===== src/rtl/inj_trig_sequencer.sv =====
// Scan sequencer: repeated injection pulse, delayed trigger window, fixed period,
// with FIFO back-pressure hold and abort. One START runs a whole scan.
module inj_trig_sequencer #(
   parameter int unsigned CNT_WIDTH = 16,
   parameter int unsigned DLY_WIDTH = 8
) (
   input  logic                 BUS_CLK,
   input  logic                 BUS_RST_N,
   input  logic                 START,
   input  logic                 ABORT,
   input  logic [CNT_WIDTH-1:0] REPEAT,
   input  logic [DLY_WIDTH-1:0] INJ_WIDTH,
   input  logic [DLY_WIDTH-1:0] TRIG_DELAY,
   input  logic [DLY_WIDTH-1:0] TRIG_WIDTH,
   input  logic [CNT_WIDTH-1:0] PERIOD,
   input  logic                 FIFO_NEAR_FULL,
   output logic                 INJ_PULSE,
   output logic                 TRIG,
   output logic                 BUSY,
   output logic                 PAUSED,
   output logic                 DONE,
   output logic [CNT_WIDTH-1:0] INJ_COUNT
);

   typedef enum logic [2:0] {
      StIdle, StInj, StDelay, StTrig, StWait, StHold, StDone
   } state_e;

   localparam logic [DLY_WIDTH-1:0] DlyOne  = DLY_WIDTH'(1);
   localparam logic [CNT_WIDTH-1:0] CntOne  = CNT_WIDTH'(1);
   localparam logic [CNT_WIDTH:0]   CntOneW = (CNT_WIDTH + 1)'(1);

   state_e               r_state, w_state_d;
   logic [CNT_WIDTH-1:0] r_repeat, r_period, r_period_cnt, r_inj_count;
   logic [DLY_WIDTH-1:0] r_inj_width, r_trig_delay, r_trig_width, r_phase_cnt;
   logic                 r_inj_pulse, r_trig, r_busy, r_paused, r_done;
   logic                 w_start_acc, w_phase_last, w_period_done;
   logic [CNT_WIDTH:0]   w_period_inc;

   // ABORT in the same IDLE cycle blocks START
   assign w_start_acc   = (r_state == StIdle) && START && !ABORT;
   // Widened compare so PERIOD=0 and PERIOD=1 both exit WAIT after one cycle
   assign w_period_inc  = {1'b0, r_period_cnt} + CntOneW;
   assign w_period_done = (w_period_inc >= {1'b0, r_period});

   // Last cycle of the current timed phase
   always_comb begin
      w_phase_last = 1'b0;
      case (r_state)
         StInj:   w_phase_last = (r_phase_cnt == r_inj_width - DlyOne);
         StDelay: w_phase_last = (r_phase_cnt == r_trig_delay - DlyOne);
         StTrig:  w_phase_last = (r_phase_cnt == r_trig_width - DlyOne);
         default: w_phase_last = 1'b0;
      endcase
   end

   // Next-state logic
   always_comb begin
      w_state_d = r_state;
      case (r_state)
         StIdle: begin
            if (w_start_acc) w_state_d = (REPEAT == '0) ? StDone : StInj;
         end
         StInj: begin
            if (w_phase_last) begin
               if (r_trig_delay != '0)      w_state_d = StDelay;
               else if (r_trig_width != '0) w_state_d = StTrig;
               else                         w_state_d = StWait;
            end
         end
         StDelay: begin
            if (w_phase_last) w_state_d = (r_trig_width != '0) ? StTrig : StWait;
         end
         StTrig: begin
            if (w_phase_last) w_state_d = StWait;
         end
         StWait: begin
            if (w_period_done) begin
               if (r_inj_count == r_repeat) w_state_d = StDone;
               else if (FIFO_NEAR_FULL)     w_state_d = StHold;
               else                         w_state_d = StInj;
            end
         end
         StHold: begin
            if (!FIFO_NEAR_FULL) w_state_d = StInj;
         end
         StDone:  w_state_d = StIdle;
         default: w_state_d = StIdle;
      endcase
      if (ABORT && (r_state != StIdle)) w_state_d = StIdle;
   end

   // State, phase counter and period counter (period restarts on every INJ entry)
   always_ff @(posedge BUS_CLK or negedge BUS_RST_N) begin
      if (!BUS_RST_N) begin
         r_state      <= StIdle;
         r_phase_cnt  <= '0;
         r_period_cnt <= '0;
      end else begin
         r_state <= w_state_d;
         if (w_state_d != r_state)  r_phase_cnt <= '0;
         else if (r_phase_cnt != '1) r_phase_cnt <= r_phase_cnt + DlyOne;
         if ((w_state_d == StInj) && (r_state != StInj)) r_period_cnt <= '0;
         else if (r_period_cnt != '1)                    r_period_cnt <= r_period_cnt + CntOne;
      end
   end

   // Configuration snapshot taken on an accepted START
   always_ff @(posedge BUS_CLK or negedge BUS_RST_N) begin
      if (!BUS_RST_N) begin
         r_repeat     <= '0;
         r_period     <= '0;
         r_inj_width  <= DlyOne;
         r_trig_delay <= '0;
         r_trig_width <= '0;
      end else if (w_start_acc) begin
         r_repeat     <= REPEAT;
         r_period     <= PERIOD;
         r_inj_width  <= (INJ_WIDTH == '0) ? DlyOne : INJ_WIDTH;
         r_trig_delay <= TRIG_DELAY;
         r_trig_width <= TRIG_WIDTH;
      end
   end

   // Injection counter: cleared on START, bumped on the last INJ cycle unless aborted
   always_ff @(posedge BUS_CLK or negedge BUS_RST_N) begin
      if (!BUS_RST_N) begin
         r_inj_count <= '0;
      end else if (w_start_acc) begin
         r_inj_count <= '0;
      end else if ((r_state == StInj) && w_phase_last && !ABORT) begin
         r_inj_count <= r_inj_count + CntOne;
      end
   end

   // Outputs registered from the next state so they align with it and never glitch
   always_ff @(posedge BUS_CLK or negedge BUS_RST_N) begin
      if (!BUS_RST_N) begin
         r_inj_pulse <= 1'b0;
         r_trig      <= 1'b0;
         r_busy      <= 1'b0;
         r_paused    <= 1'b0;
         r_done      <= 1'b0;
      end else begin
         r_inj_pulse <= (w_state_d == StInj);
         r_trig      <= (w_state_d == StTrig);
         r_busy      <= (w_state_d != StIdle) && (w_state_d != StDone);
         r_paused    <= (w_state_d == StHold);
         r_done      <= (w_state_d == StDone);
      end
   end

   assign INJ_PULSE = r_inj_pulse;
   assign TRIG      = r_trig;
   assign BUSY      = r_busy;
   assign PAUSED    = r_paused;
   assign DONE      = r_done;
   assign INJ_COUNT = r_inj_count;

endmodule


===== config.mk =====
export PLATFORM = sky130hd
export DESIGN_NAME = inj_trig_sequencer
export DESIGN_NICKNAME = d
export VERILOG_FILES = /design/src/rtl/inj_trig_sequencer.sv
export SDC_FILE = /design/constraint.sdc
export NUM_CORES = 1
export LEC_CHECK = 0
export ABC_AREA = 1
export CAP_MARGIN = 20
export CORE_MARGIN = 5
export CORE_UTILIZATION = 38
export CTS_CLUSTER_DIAMETER = 40
export DETAILED_ROUTE_END_ITERATION = 16
export SLEW_MARGIN = 20
export SYNTH_ARGS = -nofsm -noshare
export SYNTH_HDL_FRONTEND = slang
export SYNTH_SLANG_ARGS = --single-unit
export TNS_END_PERCENT = 100

===== constraint.sdc =====
create_clock -name BUS_CLK -period 7.85 [get_ports BUS_CLK]
set_input_delay 1.1775 -clock BUS_CLK [delete_from_list [all_inputs] [get_ports BUS_CLK]]
set_output_delay 1.1775 -clock BUS_CLK [all_outputs]
set_load 0.05 [all_outputs]

==> flow_summary_export.csv, run 1 <==
group,metric,value,unit
run_status,outcome,"complete, no violations",
worst_setup_path,arrival,4.23,ns
worst_setup_path,cp.buffers_inverters,3,
finish,final_cell_count_no_fill,1139,
detailed_routing,vias,5677,
synth,yosysUniqueCellTypes,45,
worst_setup_path,max_stage_delay,0.38,ns
sta,min_period_over_period,51.3,%
clock_network,clock-sinks,104,
die,start_util,38.7,%
sta,worst_slew_pin_slew,0.989,ns
die,rows,47,
detailed_routing,firstDrtPassIters,5,
synth,syn_inst,841,
sta,slew_viol_final,0,
synth,syn_area_per_cell,7.64,um^2
die,die_w,140,um
detailed_routing,routedWlPerCell,14.3,um
detailed_routing,viasPerCell,4.98,
clock_network,cts-root-buf,"clkbuf_16",
global_route,grt_pass1_wl,27400,um
worst_setup_path,critPathKind,"reg -> reg",
power,p_leak,3.66,nW
sta,fin_ws,3.82,ns
clock_network,post_cts_resized,0,
place,pre_cts_slack,3.79,ns
worst_setup_path,worstPathMaxFanout,16,
synth,synth_flop_cell,"dfrtp_1",
clock_network,holdBufCountCts,0,
die,dieArea,19600,um^2
finish,layout-drive-gt1-share,8.71,%
global_route,grt_use_total,17.1,%
global_route,grt_max_degree,83,
clock_network,cts_post_setup_buffers_inserted,0,
worst_setup_path,required,8.05,ns
global_route,gr-total-overflow,0,
finish,syn_to_final_growth,20.2,%
detailed_routing,drc,0,
detailed_routing,wirelength,16300,um
clock_network,cts_max_level,3,
sta,clock-skew-final,0.0143,ns
sta,tns,0,ns
power,power.density,328,nW/um^2
sta,min_period,4.03,ns
synth,synth_top_area_cell,"dfrtp_1",
detailed_routing,drtIter0Drc,383,
clock_network,cts_tree,"done",
place,gp_congestion,0.836,
synth,synth_seq_area_share,40.5,%
synth,syn-cell-area,6420,um^2
worst_setup_path,crit_family,"simple AND/OR/NAND/NOR gates",
place,portBuffers,81,
place,place_inst,1123,
worst_setup_path,startpoint_type,"flop",
sta,max_freq,0.248,GHz
synth,synth-warning-count,0,
die,dieHeight,140,um
finish,final_cell_mix,"215 x nand2_1, 103 x dfrtp_1, 101 x inv_1",
sta,grt_setup_unrepaired,"no",
worst_setup_path,worstSetupEndpointType,"flop",
finish,diodes,0,
worst_setup_path,slowest_stage,"dfrtp_1",
place,dp_hpwl,12300,um
die,core,16600,um^2
run,drv_cap,0,
clock_network,clk_pin_slew,0.08,ns
global_route,antenna_found_initial,0,
finish,nFillCells,1671,
hold_path,hold_class,"reg -> reg",
synth,synth_seq_cells,104,
synth,syn-num-nets,922,
clock_network,cts_made_buffers,9,
synth,ys_async_sr_fraction,100,%
clock_network,clock_latency,0.36,ns
sta,relSlewSlack,33.9,%
die,num_io_pins,82,
finish,nets,995,
clock_network,cts_buffer_depth,2,
power,ir_drop,132,uV
detailed_routing,ant_nets,0,
synth,synth_edf_count,0,
sta,setup_viol,0,
global_route,grt_pass1_vias,5455,
synth,synth_area_leaders,"dfrtp_1 40%, nand2_1 13%, inv_1 5.9%",
finish,final_common_cell,"nand2_1",
worst_setup_path,critPathMostFrequentCell,"nand3_1",
synth,yosys.area.top_type_share,40.1,%
power,p_total,2.53,mW
sta,hold_viol_final,0,
## worst min-delay path: stages (launching register included)
cell and delay (ns):
dfrtp_1 0.34, nand2_1 0.06, nand2_1 0.05
## Yosys cell counts (2+ instances only)
library cell and instances:
nor4_1 13, buf_6 2, nand3_2 8, nand3_1 56, o21a_1 2, nand4_1 29, dfrtp_1 103, clkbuf_1 15
xor2_1 32, o22ai_1 3, nand2_2 5, nor3_1 19, inv_2 9, nor2_4 6, ha_1 20, inv_4 2
xnor2_1 4, nand4_2 4, o21ai_0 49, buf_2 2, inv_1 101, nand2_4 2, o31ai_1 6, o21bai_1 2
a21oi_1 28, nor2_2 8, a21oi_2 9, nand2_1 215, nand3_4 2, nor2_1 70
## sequential cells by signal, indices dropped and copies added (netlist names)
register,count
INJ_COUNT,16
r_period,16
r_period_cnt,16
r_repeat,16
r_inj_width,8
r_phase_cnt,8
r_trig_delay,8
r_trig_width,8
r_state,3
BUSY,1
DONE,1
INJ_PULSE,1
PAUSED,1
TRIG,1
## final timing paths
kind | start | end | slack, ns | cells past startpoint
max | r_period_cnt[0] | r_period_cnt[5] | 3.82 | 26
min | r_inj_width[6] | r_inj_width[6] | 0.48 | 2
max reg2reg | r_period_cnt[0] | r_period_cnt[5] | 3.82 | 26
min reg2reg | r_inj_width[6] | r_inj_width[6] | 0.48 | 2
max in group asynchronous | BUS_RST_N | r_trig_delay[2] | 6.09 | 2
min in group asynchronous | BUS_RST_N | r_period[8] | 0.71 | 1
## per-layer routing
layer / vias to the layer above / share of wire [%] / wire length (um) / global-route usage, %
li1: 2881 / - / - / -
met1: 2649 / 49 / 8050 / 24.6
met2: 125 / 45 / 7250 / 26.1
met3: 22 / 4.0 / 656 / 2.73
met4: 0 / 2.1 / 335 / 6.22
met5: - / 0 / 0 / 0
## final cells by class
type	instances	area, um^2	share of cell area, %
clock buffers	12	267	3.45
inverters	112	425	5.51
multi-input cells	603	3280	42.5
flip-flops and latches	104	2600	33.7
well taps	220	275	3.57
clock inverters	4	33.8	0.438
repair buffers	84	835	10.8
## power breakdown
part / internal, mW / total, mW / switching, mW / leakage (nW)
combinational: 0.425 / 1.20 / 0.778 / 2.17
clock: 0.246 / 0.459 / 0.213 / 0.151
sequential: 0.714 / 0.868 / 0.154 / 1.35
total: 1.38 / 2.53 / 1.15 / 3.66
## metrics by stage
step | hold WS (ns) | util [%] | area [um^2]
floorplan | 0.449 | - | 6420
global placement | 0.470 | 44.7 | 7420
detailed placement | 0.471 | 44.7 | 7420
CTS | 0.488 | 46.5 | 7720
global route | 0.519 | 46.6 | 7720
finish | 0.481 | 46.6 | 7720
## kinds of logic (layout without fill, tap and decap cells)
kind of cell	after synthesis	count (layout)	synth area share [%]
buffers and inverters	134	212	8.42
DFF	104	104	40.5
adders and majority gates	20	20	3.90
xor gates and xnor gates	36	36	4.91
AOI/OAI and AO/OA	103	103	9.16
muxes	1	1	0.156
and+or+nand+nor	443	443	32.9
Power figures use the tool's default switching activity.
==> run 2, diff against run 1 <==
clock period = 3.3 ns   (was 7.85 ns; I/O delays follow)
==> run 2 against run 1 <==
Effect of this change:
- the flow now finishes with violations (negative setup slack)
- final area grew 12%
- power increased to 2.7 times the previous value
- count of clock-buffer cells in the layout is 2 lower
- maximum frequency up 10%
- largest cell class unchanged
==> flow_summary_export.csv, run 2 (synthesis results as in run 1) <==
group,metric,value,unit
sta,max_freq,0.273,GHz
place,dpl_cell_area,7900,um^2
global_route,grt_max_degree,68,
place,place_inst,1173,
finish,final_cell_mix,"209 x nand2_1, 103 x dfrtp_1, 95 x inv_1",
sta,clock-skew-final,0.00792,ns
hold_path,hold_class,"in -> async",
global_route,grt_pass1_vias,5859,
sta,finalHoldWorstSlack,0.208,ns
global_route,gr-total-overflow,0,
worst_setup_path,critPathKind,"reg -> reg",
sta,min_period,3.66,ns
worst_setup_path,reg2reg_slack,-0.36,ns
run,drv_cap,0,
detailed_routing,ant_nets,0,
detailed_routing,vias,6038,
place,dp_hpwl,12800,um
clock_network,cts_max_level,3,
sta,grt_setup_unrepaired,"yes",
finish,syn_to_final_growth,35.2,%
finish,nets,1076,
global_route,grt_pass1_wl,29200,um
run_status,violations,"negative setup slack",
clock_network,clock_latency,0.36,ns
finish,register_area,2600,um^2
detailed_routing,routedWlPerCell,14.5,um
power,ir_drop,356,uV
worst_setup_path,worstPathMaxFanout,3,
finish,layout-drive-gt1-share,21.2,%
clock_network,clock-sinks,104,
finish,fin_area,8680,um^2
worst_setup_path,required,3.59,ns
die,start_util,38.7,%
detailed_routing,drtIter0Drc,356,
detailed_routing,wirelength,17700,um
finish,utilization,52.4,%
sta,hold_viol_final,0,
worst_setup_path,slowest_stage,"dfrtp_1",
sta,slew_viol_final,0,
power,power.density,777,nW/um^2
finish,multi_input_area,3530,um^2
worst_setup_path,max_stage_delay,0.40,ns
sta,fin_ws,-0.358,ns
finish,diodes,0,
power,p_leak,4.12,nW
die,dieArea,19600,um^2
finish,final_cell_count_no_fill,1220,
die,dieHeight,140,um
detailed_routing,drc,0,
clock_network,cts_tree,"done",
place,portBuffers,81,
global_route,grt_use_total,18.2,%
sta,min_period_over_period,111,%
sta,tns,-8.21,ns
power,p_total,6.75,mW
global_route,antenna_found_initial,0,
clock_network,cts-root-buf,"clkbuf_16",
die,rows,47,
worst_setup_path,cp.buffers_inverters,18,
detailed_routing,viasPerCell,4.95,
place,gp_congestion,0.896,
clock_network,cts_buffer_depth,2,
worst_setup_path,crit_family,"buffers and inverters",
finish,final_common_cell,"nand2_1",
die,core,16600,um^2
clock_network,clk_pin_slew,0.08,ns
die,num_io_pins,82,
worst_setup_path,arrival,3.95,ns
run_status,outcome,"finished with violations",
place,pre_cts_slack,-0.282,ns
sta,setup_viol,30,
sta,worst_slew_pin_slew,0.787,ns
worst_setup_path,startpoint_type,"flop",
finish,nFillCells,1639,
sta,relSlewSlack,47.5,%
clock_network,cts_made_buffers,9,
worst_setup_path,critPathMostFrequentCell,"buf_4",
detailed_routing,firstDrtPassIters,4,
worst_setup_path,worstSetupEndpointType,"flop",
die,die_w,140,um
-- run 2: changes by cell type in the layout (fill, tap and decap cells not counted), sizes merged --
cell	delta
buf	+81
bufinv	+2
clkbuf	-2
-- run 2: timing repair --
action	CTS	global route
pin swaps	17	24
hold buffers	0	0
resized for setup	17	36
endpoints found under the setup margin	30	43
buffers inserted	27	6
cloned	1	0
hold endpoints to repair	0	0
-- run 2: final cells by class --
cell class | instances | share of cell area [%]
Clock buffer | 10 | 2.75
Inverter | 112 | 4.93
Clock inverter | 6 | 1.12
Timing Repair Buffer | 165 | 17.4
Multi-Input combinational cell | 603 | 40.6
Sequential cell | 104 | 30.0
Tap cell | 220 | 3.17
-- run 2: final timing paths --
kind | startpoint | to | cells past startpoint
min in group BUS_CLK | r_inj_width[4] | r_inj_width[4] | 2
hold / removal | BUS_RST_N | r_period[4] | 1
setup / recovery | r_period_cnt[0] | r_period_cnt[14] | 28
setup reg to reg | r_period_cnt[0] | r_period_cnt[14] | 28
hold reg to reg | r_inj_width[4] | r_inj_width[4] | 2
max in group asynchronous | BUS_RST_N | r_repeat[10] | 2
-- run 2: per-layer routing --
| metal | vias up | GRT usage, % | share of wire [%] |
|---|---|---|---|
| met5 | - | 0 | 0 |
| met4 | 0 | 5.00 | 1.4 |
| met3 | 15 | 3.54 | 4.9 |
| met2 | 151 | 29.9 | 47 |
| met1 | 2821 | 24.6 | 46 |
| li1 | 3051 | - | - |
-- run 2: power by group --
part           switching, mW  leakage, nW  internal (mW)
Combinational           2.09         2.61           1.40
Clock                  0.526        0.166          0.699
Sequential             0.330         1.35           1.70
